==> src/rtl/dmux8way_sched_if.sv <==
// Handshake bundle for dmux8way_sched.
//   Producer side : in_valid, in_data -> in_ready
//   Consumer side : out_data, out_valid[7:0] -> out_ready[7:0]
// Modports:
//   slave  - the sequencer itself (accepts the input stream, drives the channels)
//   master - the environment (producer and the eight sinks)
interface dmux8way_sched_if #(
  parameter int DW = 8
);
  logic          in_valid;
  logic [DW-1:0] in_data;
  logic          in_ready;
  logic [DW-1:0] out_data;
  logic [7:0]    out_valid;
  logic [7:0]    out_ready;

  modport slave (
    input  in_valid, in_data, out_ready,
    output in_ready, out_data, out_valid
  );

  modport master (
    output in_valid, in_data, out_ready,
    input  in_ready, out_data, out_valid
  );
endinterface

==> src/rtl/dmux8way_sched.sv <==
// dmux8way_sched: distributes a single valid/ready word stream to eight
// consumer channels through a one-entry registered output stage.
// Channel order is round-robin with BURST words per turn, or a fixed select.
// Ports:
//   clk, rst_n    - clock, asynchronous active-low reset
//   bus (slave)   - in_valid/in_data/in_ready, out_data/out_valid[7:0]/out_ready[7:0]
//   cfg_mode      - 0 = round-robin, 1 = fixed select
//   cfg_sel       - target channel in fixed mode
//   cfg_mask      - channel enable mask
//   cur_sel       - channel of the held / most recently loaded word
//   busy          - output buffer holds a word
module dmux8way_sched #(
  parameter int DW    = 8,
  parameter int BURST = 4
) (
  input  logic                 clk,
  input  logic                 rst_n,
  dmux8way_sched_if.slave      bus,
  input  logic                 cfg_mode,
  input  logic [2:0]           cfg_sel,
  input  logic [7:0]           cfg_mask,
  output logic [2:0]           cur_sel,
  output logic                 busy
);

  typedef enum logic {EMPTY, FULL} state_t;

  state_t        state_reg;
  logic [DW-1:0] out_data_reg;
  logic [7:0]    out_valid_reg;
  logic [2:0]    cur_sel_reg;
  logic [4:0]    burst_left_reg;
  logic          busy_reg;

  logic       eligible;
  logic       rel_fire;
  logic       in_ready_w;
  logic       load;
  logic [2:0] rr_next;
  logic       rr_found;
  logic [2:0] sel_next;
  logic [4:0] burst_next;
  logic [7:0] sel_onehot;

  always_comb begin
    eligible   = cfg_mode ? cfg_mask[cfg_sel] : (cfg_mask != 8'h00);
    rel_fire   = (state_reg == FULL) && bus.out_ready[cur_sel_reg];
    // Refill in the same cycle as a release keeps one word per cycle.
    in_ready_w = eligible && ((state_reg == EMPTY) || rel_fire);
    load       = bus.in_valid && in_ready_w;
  end

  // Next enabled channel strictly after cur_sel, wrapping. The k=8 step lands
  // back on cur_sel so a lone enabled channel re-selects itself. From the
  // reset value 7 the search naturally starts at channel 0.
  always_comb begin
    rr_next  = cur_sel_reg;
    rr_found = 1'b0;
    for (int k = 1; k <= 8; k++) begin
      if (!rr_found && cfg_mask[3'(cur_sel_reg + 3'(k))]) begin
        rr_next  = 3'(cur_sel_reg + 3'(k));
        rr_found = 1'b1;
      end
    end
  end

  always_comb begin
    if (cfg_mode) begin
      // burst_left cleared so that returning to round-robin advances at once
      sel_next   = cfg_sel;
      burst_next = 5'd0;
    end else if ((burst_left_reg != 5'd0) && cfg_mask[cur_sel_reg]) begin
      sel_next   = cur_sel_reg;
      burst_next = burst_left_reg - 5'd1;
    end else begin
      sel_next   = rr_next;
      burst_next = 5'(BURST - 1);
    end
  end

  generate
    for (genvar gi = 0; gi < 8; gi++) begin : g_onehot
      assign sel_onehot[gi] = (sel_next == 3'(gi));
    end
  endgenerate

  always_ff @(posedge clk or negedge rst_n) begin
    if (!rst_n) begin
      state_reg      <= EMPTY;
      out_data_reg   <= '0;
      out_valid_reg  <= 8'h00;
      cur_sel_reg    <= 3'd7;
      burst_left_reg <= 5'd0;
      busy_reg       <= 1'b0;
    end else if (load) begin
      state_reg      <= FULL;
      out_data_reg   <= bus.in_data;
      out_valid_reg  <= sel_onehot;
      cur_sel_reg    <= sel_next;
      burst_left_reg <= burst_next;
      busy_reg       <= 1'b1;
    end else if (rel_fire) begin
      // out_data and cur_sel keep their last values after a drain
      state_reg     <= EMPTY;
      out_valid_reg <= 8'h00;
      busy_reg      <= 1'b0;
    end
  end

  assign bus.in_ready  = in_ready_w;
  assign bus.out_data  = out_data_reg;
  assign bus.out_valid = out_valid_reg;
  assign cur_sel       = cur_sel_reg;
  assign busy          = busy_reg;

endmodule

==> src/flat_wrapper.sv <==
// flat-port wrapper written by rule: the top's interface ports become plain ports
module dmux8way_sched_flat 
#(
  parameter int DW    = 8,
  parameter int BURST = 4
)
  (clk, rst_n, cfg_mode, cfg_sel, cfg_mask, cur_sel, busy, bus_in_valid, bus_in_data, bus_out_ready, bus_in_ready, bus_out_data, bus_out_valid);
  dmux8way_sched_if #(.DW(DW)) bus_i ();
  input  logic clk;
  input  logic rst_n;
  input  logic cfg_mode;
  input  logic [2:0] cfg_sel;
  input  logic [7:0] cfg_mask;
  output logic [2:0] cur_sel;
  output logic busy;
  input wire logic [$bits(bus_i.in_valid)-1:0] bus_in_valid;
  input wire logic [$bits(bus_i.in_data)-1:0] bus_in_data;
  input wire logic [$bits(bus_i.out_ready)-1:0] bus_out_ready;
  output wire logic [$bits(bus_i.in_ready)-1:0] bus_in_ready;
  output wire logic [$bits(bus_i.out_data)-1:0] bus_out_data;
  output wire logic [$bits(bus_i.out_valid)-1:0] bus_out_valid;
  assign bus_i.in_valid = bus_in_valid;
  assign bus_i.in_data = bus_in_data;
  assign bus_i.out_ready = bus_out_ready;
  assign bus_in_ready = bus_i.in_ready;
  assign bus_out_data = bus_i.out_data;
  assign bus_out_valid = bus_i.out_valid;
  dmux8way_sched #(.DW(DW), .BURST(BURST)) u_core (.clk(clk), .rst_n(rst_n), .bus(bus_i), .cfg_mode(cfg_mode), .cfg_sel(cfg_sel), .cfg_mask(cfg_mask), .cur_sel(cur_sel), .busy(busy));
endmodule
==> config.mk <==
export PLATFORM = sky130hd
export DESIGN_NAME = dmux8way_sched_flat
export DESIGN_NICKNAME = d
export VERILOG_FILES = /design/src/rtl/dmux8way_sched_if.sv /design/src/rtl/dmux8way_sched.sv /design/src/flat_wrapper.sv
export SDC_FILE = /design/constraint.sdc
export NUM_CORES = 1
export LEC_CHECK = 0
export ABC_AREA = 1
export BUFFER_PORTS_ARGS = -buffer_cell sky130_fd_sc_hd__buf_4
export CORE_UTILIZATION = 55
export CTS_CLUSTER_DIAMETER = 150
export DETAILED_ROUTE_END_ITERATION = 6
export HOLD_SLACK_MARGIN = 0.03
export PLACE_DENSITY = 0.83
export SLEW_MARGIN = 20
export SYNTH_ARGS = -nofsm -noshare
export SYNTH_HDL_FRONTEND = slang
export SYNTH_SLANG_ARGS = --single-unit
==> constraint.sdc <==
create_clock -name clk -period 5.5 [get_ports clk]
set_clock_uncertainty 0.2 [all_clocks]
set_input_delay 0 -clock clk [delete_from_list [all_inputs] [get_ports clk]]
set_output_delay 0 -clock clk [all_outputs]
set_load 0.02 [all_outputs]
==> metrics.md, run 1 <==
| Metric | Value |
|---|---|
| Number of max-cap violations | `0` |
| Leakage | `1.51 nW` |
| DP Worst Slack | `2230 ps` |
| Crit Path Class | `reg -> reg` |
| Synth cell types | `35` |
| Post-DP HPWL | `4210 um` |
| Fillcell total | `251` |
| Clock transition at path regs | `90 ps` |
| Number of clock sinks | `25` |
| Total Routing Usage GR | `33.4%` |
| CTS buffer count | `3` |
| Worst Setup Slack, final | `1540 ps` |
| Crit start category | `flop` |
| Drt wl/cell | `15.0 um` |
| Post-route ant nets | `0` |
| Syn-to-layout area delta | `32.5%` |
| Nets@finish | `427` |
| Setup slack, reg-to-reg | `1540 ps` |
| Die height | `63.9 um` |
| Io pins | `52` |
| FMAX | `253 MHz` |
| Main area contributors after synthesis | `dfrtp_1 26%, nand2_1 23%, nand3_1 8.1%` |
| CTS tree | `done` |
| Cells after Synth | `319` |
| RSZ-0062 raised after global routing | `false` |
| Skew-Pair Late Insertion Delay | `270 ps` |
| Core area | `3660 um2` |
| Worst hold path type | `in -> async` |
| Initial Util | `57.6%` |
| Worst setup EP type | `flop` |
| Max FO, Critical Path | `20` |
| Site Rows | `22` |
| Die W | `63.9 um` |
| Routed wire length | `6610 um` |
| Power per standard cell area | `705 nW/um2` |
| DR vias/cell | `5.55` |
| Remaining DRCs | `0` |
| Worst EP required | `5460 ps` |
| Clk root buf | `clkbuf_8` |
| Synth Cell Area | `2110 um2` |
| Most common cell after layout, fill and taps aside | `nand2_1` |
| Initial antenna violation count | `0` |
| Mapped Nets | `353` |
| Final Hold Fails | `0` |
| Number of synthesized flops with an enable pin | `0` |
| Inserted Diodes | `0` |
| Max clock buf depth | `2` |
| Power after layout | `1.97 mW` |
| Gr ovfl total | `0` |
| Crit path DAT | `3910 ps` |
| CTS HTree Levels | `1` |
| Asr flop ratio synth | `100%` |
| Outcome | `completed` |
| Commonest non-fill, non-tap cells in the layout | `128 x nand2_1, 51 x buf_4, 34 x nand3_1` |
| Setup_tns | `0 ps` |
| Sequential share of the synthesized area | `29.9%` |
| Top-area cell type share of the netlist area | `26.1%` |
| Largest net degree at the start of global routing | `23` |
| Vias in the first global route | `2,267` |
| Syn avg cell area | `6.61 um2` |
| CTS resizes | `0` |
| Top_reg_cell synth | `dfrtp_1` |
| Final Max Slew Viols | `0` |
| Share of layout cells above drive strength 1 | `24.2%` |
| Yosys warns | `0` |
| Slew Limit Headroom | `66.6%` |
| Final period utilization | `71.9%` |
| Synth area leader | `dfrtp_1` |
| Tmin final | `3960 ps` |
| Via count | `2,442` |
| Worst slew pin tran | `501 ps` |
| Routability Congestion | `0.887` |
| Final setup viols | `0` |
| First-pass GRT wire length | `10,700 um` |
| Max rail drop VDD | `585 uV` |
| Buffers added on ports | `51` |
| Initial DRT Pass Iterations | `5` |
| Initial DRC count | `214` |
| Die ar. | `4080 um2` |
| Post-CTS setup buffers | `0` |
| Flops & latches, synth | `25` |
-- kinds of logic (layout without fill, tap and decap cells) --
kind of cell / after synthesis / count (layout) / synth area share, %
compound gates: 38 / 38 / 10.3
xor+xnor: 3 / 3 / 1.25
fa+ha+maj: 3 / 3 / 1.78
simple gates: 208 / 208 / 47.5
flops: 25 / 25 / 29.9
buf+inv: 42 / 115 / 9.32
-- final cells by class --
class	count	area [um2]	share of cell area, %
clock buffers	3	41.3	1.48
clock inverters	1	5.00	0.179
inverters	34	138	4.93
multi-input cells	252	1280	45.9
flip-flops and latches	25	629	22.5
well taps	48	60.1	2.15
repair buffers	77	638	22.8
-- cells in the mapped netlist (all sizes together), types with 2 or more instances --
cell / n
ha: 3
xor2: 3
nand4: 3
nand2: 140
dfrtp: 22
o21ai: 22
a21oi: 9
inv: 31
nor4: 2
nor2: 18
clkinv: 3
dfstp: 3
o211ai: 2
buf: 8
nand3: 44
o31ai: 2
-- stage by stage --
stage	utilization, %	std cells	hold WS [ps]	cell area, um2
2_1_floorplan	-	319	-496	2110
3_3_place_gp	68.0	410	-283	2490
3_5_place_dp	68.0	410	-286	2490
4_1_cts	76.4	440	34.5	2800
5_1_grt	76.3	440	33.2	2790
6_report	76.3	440	39.6	2790
-- worst paths after layout --
path / startpoint / end / depth (start not counted)
max: u_core.cur_sel[0] / u_core.bus.out_data[6] / 13
min: rst_n / u_core.cur_sel[2] / 2
max reg2reg: u_core.cur_sel[0] / u_core.bus.out_data[6] / 13
min reg2reg: u_core.bus.out_valid[6] / u_core.bus.out_valid[6] / 2
max in group asynchronous: rst_n / u_core.bus.out_valid[0] / 3
min in group clk: cfg_sel[1] / u_core.bus.out_valid[0] / 6
-- per-layer routing --
layer  wire length (um)  share of wire [%]  vias up  global-route usage [%]
li1                   -                  -     1173                       -
met1               2750                 42     1127                    42.7
met2               3330                 50      132                    60.4
met3                469                7.1       10                    4.64
met4                 68                1.0        0                    5.40
met5                  0                  0        -                       0
-- critical path: stages, from the launching register on --
cell and delay (ps):
dfstp_2 790, inv_4 180, o21ai_0 220, o31ai_1 160, nor2_1 150, dlygate4sd3_1 570
nand2_1 70, o21ai_1 130, inv_2 80, nand2_2 290, inv_2 250, nand2_1 140
nand2_1 70, dlygate4sd3_1 550
-- timing repair --
| item | in CTS | in global routing |
|---|---|---|
| hold buffers | 26 | 0 |
| setup endpoints to repair | 0 | 0 |
| endpoints found under the hold margin | 48 | 0 |
-- power breakdown --
part,switching [mW],internal [mW]
clock network,0.0582,0.0506
registers,0.100,0.271
logic,0.963,0.525
total,1.12,0.846
No activity file was read; power rests on OpenSTA's default activity.
==> inputs of run 2 (changes only) <==
ABC_AREA = 0   (was 1)
CORE_UTILIZATION = 49   (was 55)
PLACE_DENSITY = 0.78   (was 0.83)
clock period = 3.4 ns   (was 5.5 ns; I/O delays follow)
==> run 2 against run 1 <==
Global-route usage is 6.6 points lower. First-iteration DRC count is 17% lower. Wire length is 5.4% lower. Setup slack worse by 1500 ps. Combinational power is 72% higher. Sequential cell count stayed put.
==> metrics.md, run 2 <==
| Metric | Value |
|---|---|
| Max rail drop VDD | `643 uV (was 585 uV)` |
| Post-route cell area | `3030 um2 (was 2790 um2)` |
| Top_reg_cell synth | `dfrtp_1 (unchanged)` |
| Die ar. | `4760 um2 (was 4080 um2)` |
| Most common cell after layout, fill and taps aside | `buf_4 (was nand2_1)` |
| Site Rows | `23 (was 22)` |
| Asr flop ratio synth | `100% (unchanged)` |
| CP delay by family, top | `compound AO/OA/AOI/OAI gates (was buffers and inverters)` |
| Leakage | `1.32 nW (was 1.51 nW)` |
| Most common cell in the synthesized netlist | `nand2_1 (unchanged)` |
| Compound-cell area share of the yosys netlist | `19.7% (was 10.3%)` |
| Crit start category | `flop (unchanged)` |
| Max incr delay on CP | `570 ps (was 790 ps)` |
| Synth area leader | `dfrtp_1 (unchanged)` |
| Worst path bufs/invs | `1 (was 5)` |
| Post-synthesis adder-cell area fraction | `1.71% (was 1.78%)` |
| Post-route ant nets | `0 (unchanged)` |
| Outcome | `completed (unchanged)` |
| Largest family of logic cells by synthesized area | `multiplexers (was simple AND/OR/NAND/NOR gates)` |
| Max clock buf depth | `2 (unchanged)` |
| Cells after Synth | `224 (was 319)` |
| DR vias/cell | `6.23 (was 5.55)` |
| CTS tree | `done (unchanged)` |
| Share of layout cells above drive strength 1 | `45.3% (was 24.2%)` |
| DP Area | `2690 um2 (was 2490 um2)` |
| Synth Area in XOR/XNOR | `2.05% (was 1.25%)` |
| Number of synthesized flops with an enable pin | `0 (unchanged)` |
| Main area contributors after synthesis | `dfrtp_1 25%, mux4_2 13%, mux2_2 8.2% (was dfrtp_1 26%, nand2_1 23%, nand3_1 8.1%)` |
| Worst Hold Depth | `5` |
| Synth cell types | `54 (was 35)` |
| Max FO, Critical Path | `6 (was 20)` |
| First-pass GRT wire length | `9380 um (was 10,700 um)` |
| Syn-to-layout area delta | `37.7% (was 32.5%)` |
| Crit Path Class | `reg -> reg (unchanged)` |
| Mapped Nets | `258 (was 353)` |
| Final Hold Fails | `0 (unchanged)` |
| Number of max-cap violations | `0 (unchanged)` |
| Initial DRC count | `177 (was 214)` |
| Nets@finish | `333 (was 427)` |
| Clock transition at path regs | `90 ps (about the same)` |
| M1 GR Usage | `38.6% (was 42.7%)` |
| Clk root buf | `clkbuf_8 (unchanged)` |
| Core area | `4140 um2 (was 3660 um2)` |
| Buffers added on ports | `51 (unchanged)` |
| CTS HTree Levels | `1 (unchanged)` |
| Busiest layer in global routing | `met2 (unchanged)` |
| Routability Congestion | `0.897 (was 0.887)` |
| Post-DP HPWL | `4380 um (was 4210 um)` |
| Total Routing Usage GR | `26.8% (was 33.4%)` |
| GRT met2 Usage | `42.2% (was 60.4%)` |
| Area occupied by multi-input gates | `1570 um2 (was 1280 um2)` |
| Initial DRT Pass Iterations | `5 (unchanged)` |
| Final setup viols | `0 (unchanged)` |
| Number of clock sinks | `25 (unchanged)` |
| Skew-Pair Late Insertion Delay | `270 ps (about the same)` |
| Levels on crit path | `10 (was 13)` |
| Io pins | `52 (unchanged)` |
| Power per standard cell area | `1090 nW/um2 (was 705 nW/um2)` |
| Most frequent cells after synthesis | `28 x nand2_1, 22 x dfrtp_1, 16 x mux2_2 (was 128 x nand2_1, 34 x nand3_1, 23 x inv_1)` |
| Flops & latches, synth | `25 (unchanged)` |
| Gr ovfl total | `0 (unchanged)` |
| Synth Cell Area | `2200 um2 (was 2110 um2)` |
| Die height | `69.0 um (was 63.9 um)` |
| Drt wl/cell | `18.0 um (was 15.0 um)` |
| Initial Util | `53.0% (was 57.6%)` |
| Register area | `629 um2 (unchanged)` |
| FMAX | `295 MHz (was 253 MHz)` |
| Worst slew pin tran | `498 ps (was 501 ps)` |
| Largest net degree at the start of global routing | `23 (unchanged)` |
| Final period utilization | `99.5% (was 71.9%)` |
| Worst setup EP type | `flop (unchanged)` |
| Via count | `2,167 (was 2,442)` |
| Final Max Slew Viols | `0 (unchanged)` |
| Crit path DAT | `3370 ps (was 3910 ps)` |
| Tmin final | `3380 ps (was 3960 ps)` |
| Commonest non-fill, non-tap cells in the layout | `67 x buf_4, 27 x nand2_1, 22 x dfrtp_1 (was 128 x nand2_1, 51 x buf_4, 34 x nand3_1)` |
| Top-area cell type share of the netlist area | `25.0% (was 26.1%)` |
| Worst EP required | `3380 ps (was 5460 ps)` |
| Vias in the first global route | `1,965 (was 2,267)` |
| Power after layout | `3.29 mW (was 1.97 mW)` |
| Synth Area in Simple Gates | `15.2% (was 47.5%)` |
| Sequential share of the synthesized area | `28.6% (was 29.9%)` |
| Initial antenna violation count | `0 (unchanged)` |
| CTS buffer count | `3 (unchanged)` |
| Routed wire length | `6250 um (was 6610 um)` |
| Met3 Usage GRT | `5.59% (was 4.64%)` |
| Mux share of post-synthesis cell area | `27.4% (was 0%)` |
| Slowest CP cell | `dfstp_2 (unchanged)` |
| Slew Limit Headroom | `66.8% (was 66.6%)` |
| Fillcell total | `293 (was 251)` |
| Worst hold path type | `in -> reg (was in -> async)` |
| Die W | `69.0 um (was 63.9 um)` |
| Inserted Diodes | `0 (unchanged)` |
| Yosys warns | `0 (unchanged)` |
| Crit-path cells | `inv_1 -> ha_4 -> mux2_2 -> o21ai_0 -> a2bb2oi_1 -> a311oi_1 -> or4_1 -> a21o_1 -> a31o_2 -> o31ai_2 (was inv_4 -> o21ai_0 -> o31ai_1 -> nor2_1 -> dlygate4sd3_1 -> nand2_1 -> o21ai_1 -> inv_2 -> nand2_2 -> inv_2 -> nand2_1 -> nand2_1 -> dlygate4sd3_1)` |
| Syn avg cell area | `9.81 um2 (was 6.61 um2)` |
| Remaining DRCs | `0 (unchanged)` |
| Worst reg2reg path depth | `10 (was 13)` |
## run 2: layout make-up
class,count,area share (%)
multi-input cells,174,51.8
well taps,50,2.07
repair buffers,84,22.4
clock inverters,1,0.165
inverters,11,1.36
flip-flops and latches,25,20.8
clock buffers,3,1.36
## run 2: what timing repair did
action | 4_1_cts | 5_1_grt
hold endpoints to repair | 49 | 0
gates resized for setup | 0 | 23
hold buffers | 15 | 0
buffers inserted | 0 | 6
endpoints found under the setup margin | 0 | 10
## run 2: where the power goes
| group | switching [mW] | total [mW] | internal [mW] |
|---|---|---|---|
| Combinational | 1.37 | 2.56 | 1.19 |
| Clock | 0.0961 | 0.178 | 0.0821 |
| Sequential | 0.113 | 0.551 | 0.438 |
| Total | 1.58 | 3.29 | 1.71 |
## run 2: layer usage
metal | vias to the layer above | share of wire [%] | routed length [um]
li1 | 1002 | - | -
met5 | - | 0 | 0
met2 | 122 | 50 | 3130
met4 | 0 | 0.13 | 8
met3 | 2 | 7.9 | 496
met1 | 1041 | 42 | 2620
## run 2: worst paths after layout
path	from	to	slack (ps)
worst max-delay path	u_core.cur_sel[0]	u_core.bus.out_valid[3]	20
worst min-delay path	bus_out_ready[2]	u_core.state_reg	70
worst max register to register	u_core.cur_sel[0]	u_core.bus.out_valid[3]	20
worst min register to register	u_core.bus.out_valid[7]	u_core.bus.out_valid[7]	290
max in group asynchronous	rst_n	u_core.bus.out_data[2]	1950
min in group asynchronous	rst_n	u_core.cur_sel[2]	560
## run 2: metrics by stage
stage / hold WS (ps) / worst slack, ps / instances / setup TNS [ps] / util [%]
floorplan: -496 / 8.64 / 224 / 0 / -
global placement: -283 / 153 / 323 / 0 / 64.8
detailed placement: -281 / 149 / 323 / 0 / 64.8
CTS: 62.2 / 96.2 / 342 / 0 / 69.6
global route: 89.7 / -90.9 / 348 / -425 / 73.1
finish: 69.3 / 15.3 / 348 / 0 / 73.1
## run 2: logic make-up after synthesis
logic type      Yosys count
xor+xnor                  3
fa+ha+maj                 3
flops                    25
simple gates             68
mux                      42
buf+inv                  25
compound gates           58
## run 2: worst register-to-register path, stage by stage, from the launching register on
cell and delay [ps]:
dfstp_2 570, inv_1 80, ha_4 330, mux2_2 380, o21ai_0 200, a2bb2oi_1 240, a311oi_1 60, or4_1 500
a21o_1 210, a31o_2 260, o31ai_2 260
==> inputs of run 3 (changes only) <==
CORE_MARGIN = 2   (was default)
REMOVE_ABC_BUFFERS = 1   (was default)
==> run 3 against run 2 <==
Highest routed layer unchanged. Setup slack improved by 56 ps. Non-clock buffer count decreased by 2. Sequential power decreased by 0.7%. Wire length decreased by 0.86%. Clock power increased by 3%. Critical path type unchanged. Combinational power decreased by 6%. Via count increased by 0.23%.
==> metrics.md, run 3 (synthesis results as in run 2) <==
| Metric | Value |
|---|---|
| Outcome | `completed (unchanged)` |
| Slew Limit Headroom | `62.4% (was 66.8%)` |
| Clock transition at path regs | `80 ps (was 90 ps)` |
| Power per standard cell area | `1060 nW/um2 (was 1090 nW/um2)` |
| Max clock buf depth | `2 (unchanged)` |
| Remaining DRCs | `0 (unchanged)` |
| Max FO, Critical Path | `25 (was 6)` |
| Crit Path Class | `reg -> reg (unchanged)` |
| Worst slew pin tran | `562 ps (was 498 ps)` |
| FMAX | `300 MHz (was 295 MHz)` |
| Io pins | `52 (unchanged)` |
| Max rail drop VDD | `454 uV (was 643 uV)` |
| Post-route ant nets | `0 (unchanged)` |
| Routability Congestion | `0.933 (was 0.897)` |
| CTS HTree Levels | `1 (unchanged)` |
| Share of layout cells above drive strength 1 | `41.9% (was 45.3%)` |
| Max incr delay on CP | `580 ps (was 570 ps)` |
| Register area | `629 um2 (unchanged)` |
| Initial antenna violation count | `0 (unchanged)` |
| Final Max Slew Viols | `0 (unchanged)` |
| Leakage | `1.30 nW (was 1.32 nW)` |
| Vias in the first global route | `2,091 (was 1,965)` |
| Worst setup EP type | `flop (unchanged)` |
| CP delay by family, top | `multiplexers (was compound AO/OA/AOI/OAI gates)` |
| Syn-to-layout area delta | `34.3% (was 37.7%)` |
| Crit-path cells | `buf_8 -> ha_1 -> xnor2_1 -> mux4_2 -> inv_1 -> nor2_1 -> a2111oi_1 -> mux2i_1 -> and2_4 -> o31ai_2 (was inv_1 -> ha_4 -> mux2_2 -> o21ai_0 -> a2bb2oi_1 -> a311oi_1 -> or4_1 -> a21o_1 -> a31o_2 -> o31ai_2)` |
| Initial DRC count | `103 (was 177)` |
| DR vias/cell | `6.24 (was 6.23)` |
| Die height | `71.0 um (was 69.0 um)` |
| Buffers added on ports | `51 (unchanged)` |
| Worst hold path type | `in -> reg (unchanged)` |
| Initial DRT Pass Iterations | `6 (was 5)` |
| Number of max-cap violations | `0 (unchanged)` |
| Final period utilization | `97.9% (was 99.5%)` |
| Gr ovfl total | `0 (unchanged)` |
| CTS tree | `done (unchanged)` |
| Clk root buf | `clkbuf_8 (unchanged)` |
| Tmin final | `3330 ps (was 3380 ps)` |
| Crit path DAT | `3300 ps (was 3370 ps)` |
| Most common cell after layout, fill and taps aside | `buf_4 (unchanged)` |
| Routed wire length | `6200 um (was 6250 um)` |
| Final Hold Fails | `0 (unchanged)` |
| Die ar. | `5040 um2 (was 4760 um2)` |
| Largest net degree at the start of global routing | `26 (was 23)` |
| Fillcell total | `320 (was 293)` |
| Post-DP HPWL | `4290 um (was 4380 um)` |
| Core area | `4320 um2 (was 4140 um2)` |
| Commonest non-fill, non-tap cells in the layout | `65 x buf_4, 28 x nand2_1, 22 x dfrtp_1 (was 67 x buf_4, 27 x nand2_1, 22 x dfrtp_1)` |
| Setup_tns | `0 ps (unchanged)` |
| Nets@finish | `331 (was 333)` |
| Slowest CP cell | `mux4_2 (was dfstp_2)` |
| Initial Util | `50.8% (was 53.0%)` |
| Number of clock sinks | `25 (unchanged)` |
| Via count | `2,172 (was 2,167)` |
| RSZ-0062 raised after global routing | `true` |
| Final setup viols | `0 (unchanged)` |
| Drt wl/cell | `17.8 um (was 18.0 um)` |
| Skew-Pair Late Insertion Delay | `280 ps (was 270 ps)` |
| Crit start category | `flop (unchanged)` |
| Site Rows | `24 (was 23)` |
| Area occupied by multi-input gates | `1510 um2 (was 1570 um2)` |
| Worst EP required | `3370 ps (was 3380 ps)` |
| CTS buffer count | `3 (unchanged)` |
| Die W | `71.0 um (was 69.0 um)` |
| Worst path bufs/invs | `2 (was 1)` |
| Inserted Diodes | `0 (unchanged)` |
| WHS | `53.6 ps (was 69.3 ps)` |
| First-pass GRT wire length | `9920 um (was 9380 um)` |
| Total Routing Usage GR | `24.4% (was 26.8%)` |
run 3: layout make-up:
| cell class | count | share of cell area (%) |
|---|---|---|
| Clock buffer | 3 | 1.40 |
| Clock inverter | 1 | 0.254 |
| Inverter | 11 | 1.40 |
| Multi-Input combinational cell | 174 | 51.1 |
| Sequential cell | 25 | 21.3 |
| Tap cell | 52 | 2.20 |
| Timing Repair Buffer | 82 | 22.3 |
run 3: tightest hold or removal path: stages:
cell and delay, ps:
buf_4 100, nand2_1 50, o221a_1 120, nand2_1 130, o31ai_1 90
run 3: where the power goes:
part           leakage [nW]  internal [mW]  total, mW  switching [mW]
Sequential            0.312          0.438      0.547           0.109
Clock                0.0217         0.0833      0.184           0.100
Combinational         0.964           1.12       2.41            1.29
run 3: layer usage:
layer  vias to the layer above  wire (um)  global-route usage, %  share of wire (%)
li1                       1000          -                      -                  -
met1                      1039       2560                   32.7                 41
met2                       118       3100                   42.0                 50
met4                         0        114                   5.03                1.8
met3                        15        423                   3.85                6.8
met5                         -          0                      0                  0
run 3: metrics by stage:
stage	utilization, %	area (um2)	worst slack [ps]	std cells	power [mW]
3_3_place_gp	61.5	2660	-28.9	325	2.66
5_1_grt	68.3	2950	-45.3	348	3.35
3_5_place_dp	61.5	2660	-52.1	325	2.71
2_1_floorplan	-	2120	-373	210	2.03
4_1_cts	66.5	2870	20.3	344	2.94
6_report	68.3	2950	70.9	348	3.14
run 3: repair_timing:
action,in CTS,in global routing
hold endpoints to repair,48,0
hold buffers,15,0
endpoints found under the setup margin,5,11
setup buffers,0,4
pin swaps,0,2
gates resized for setup,4,12
run 3: final timing paths:
kind | startpoint | to | slack, ps | cells past startpoint
worst max register to register | u_core.cur_sel[0] | u_core.bus.out_valid[3] | 70 | 10
max in group asynchronous | rst_n | u_core.bus.out_valid[2] | 1910 | 4
worst min register to register | u_core.bus.out_valid[4] | u_core.bus.out_valid[4] | 290 | 2
worst max-delay path | u_core.cur_sel[0] | u_core.bus.out_valid[3] | 70 | 10
worst min-delay path | cfg_sel[0] | u_core.bus.out_valid[6] | 50 | 5
min in group asynchronous | rst_n | u_core.cur_sel[1] | 590 | 3
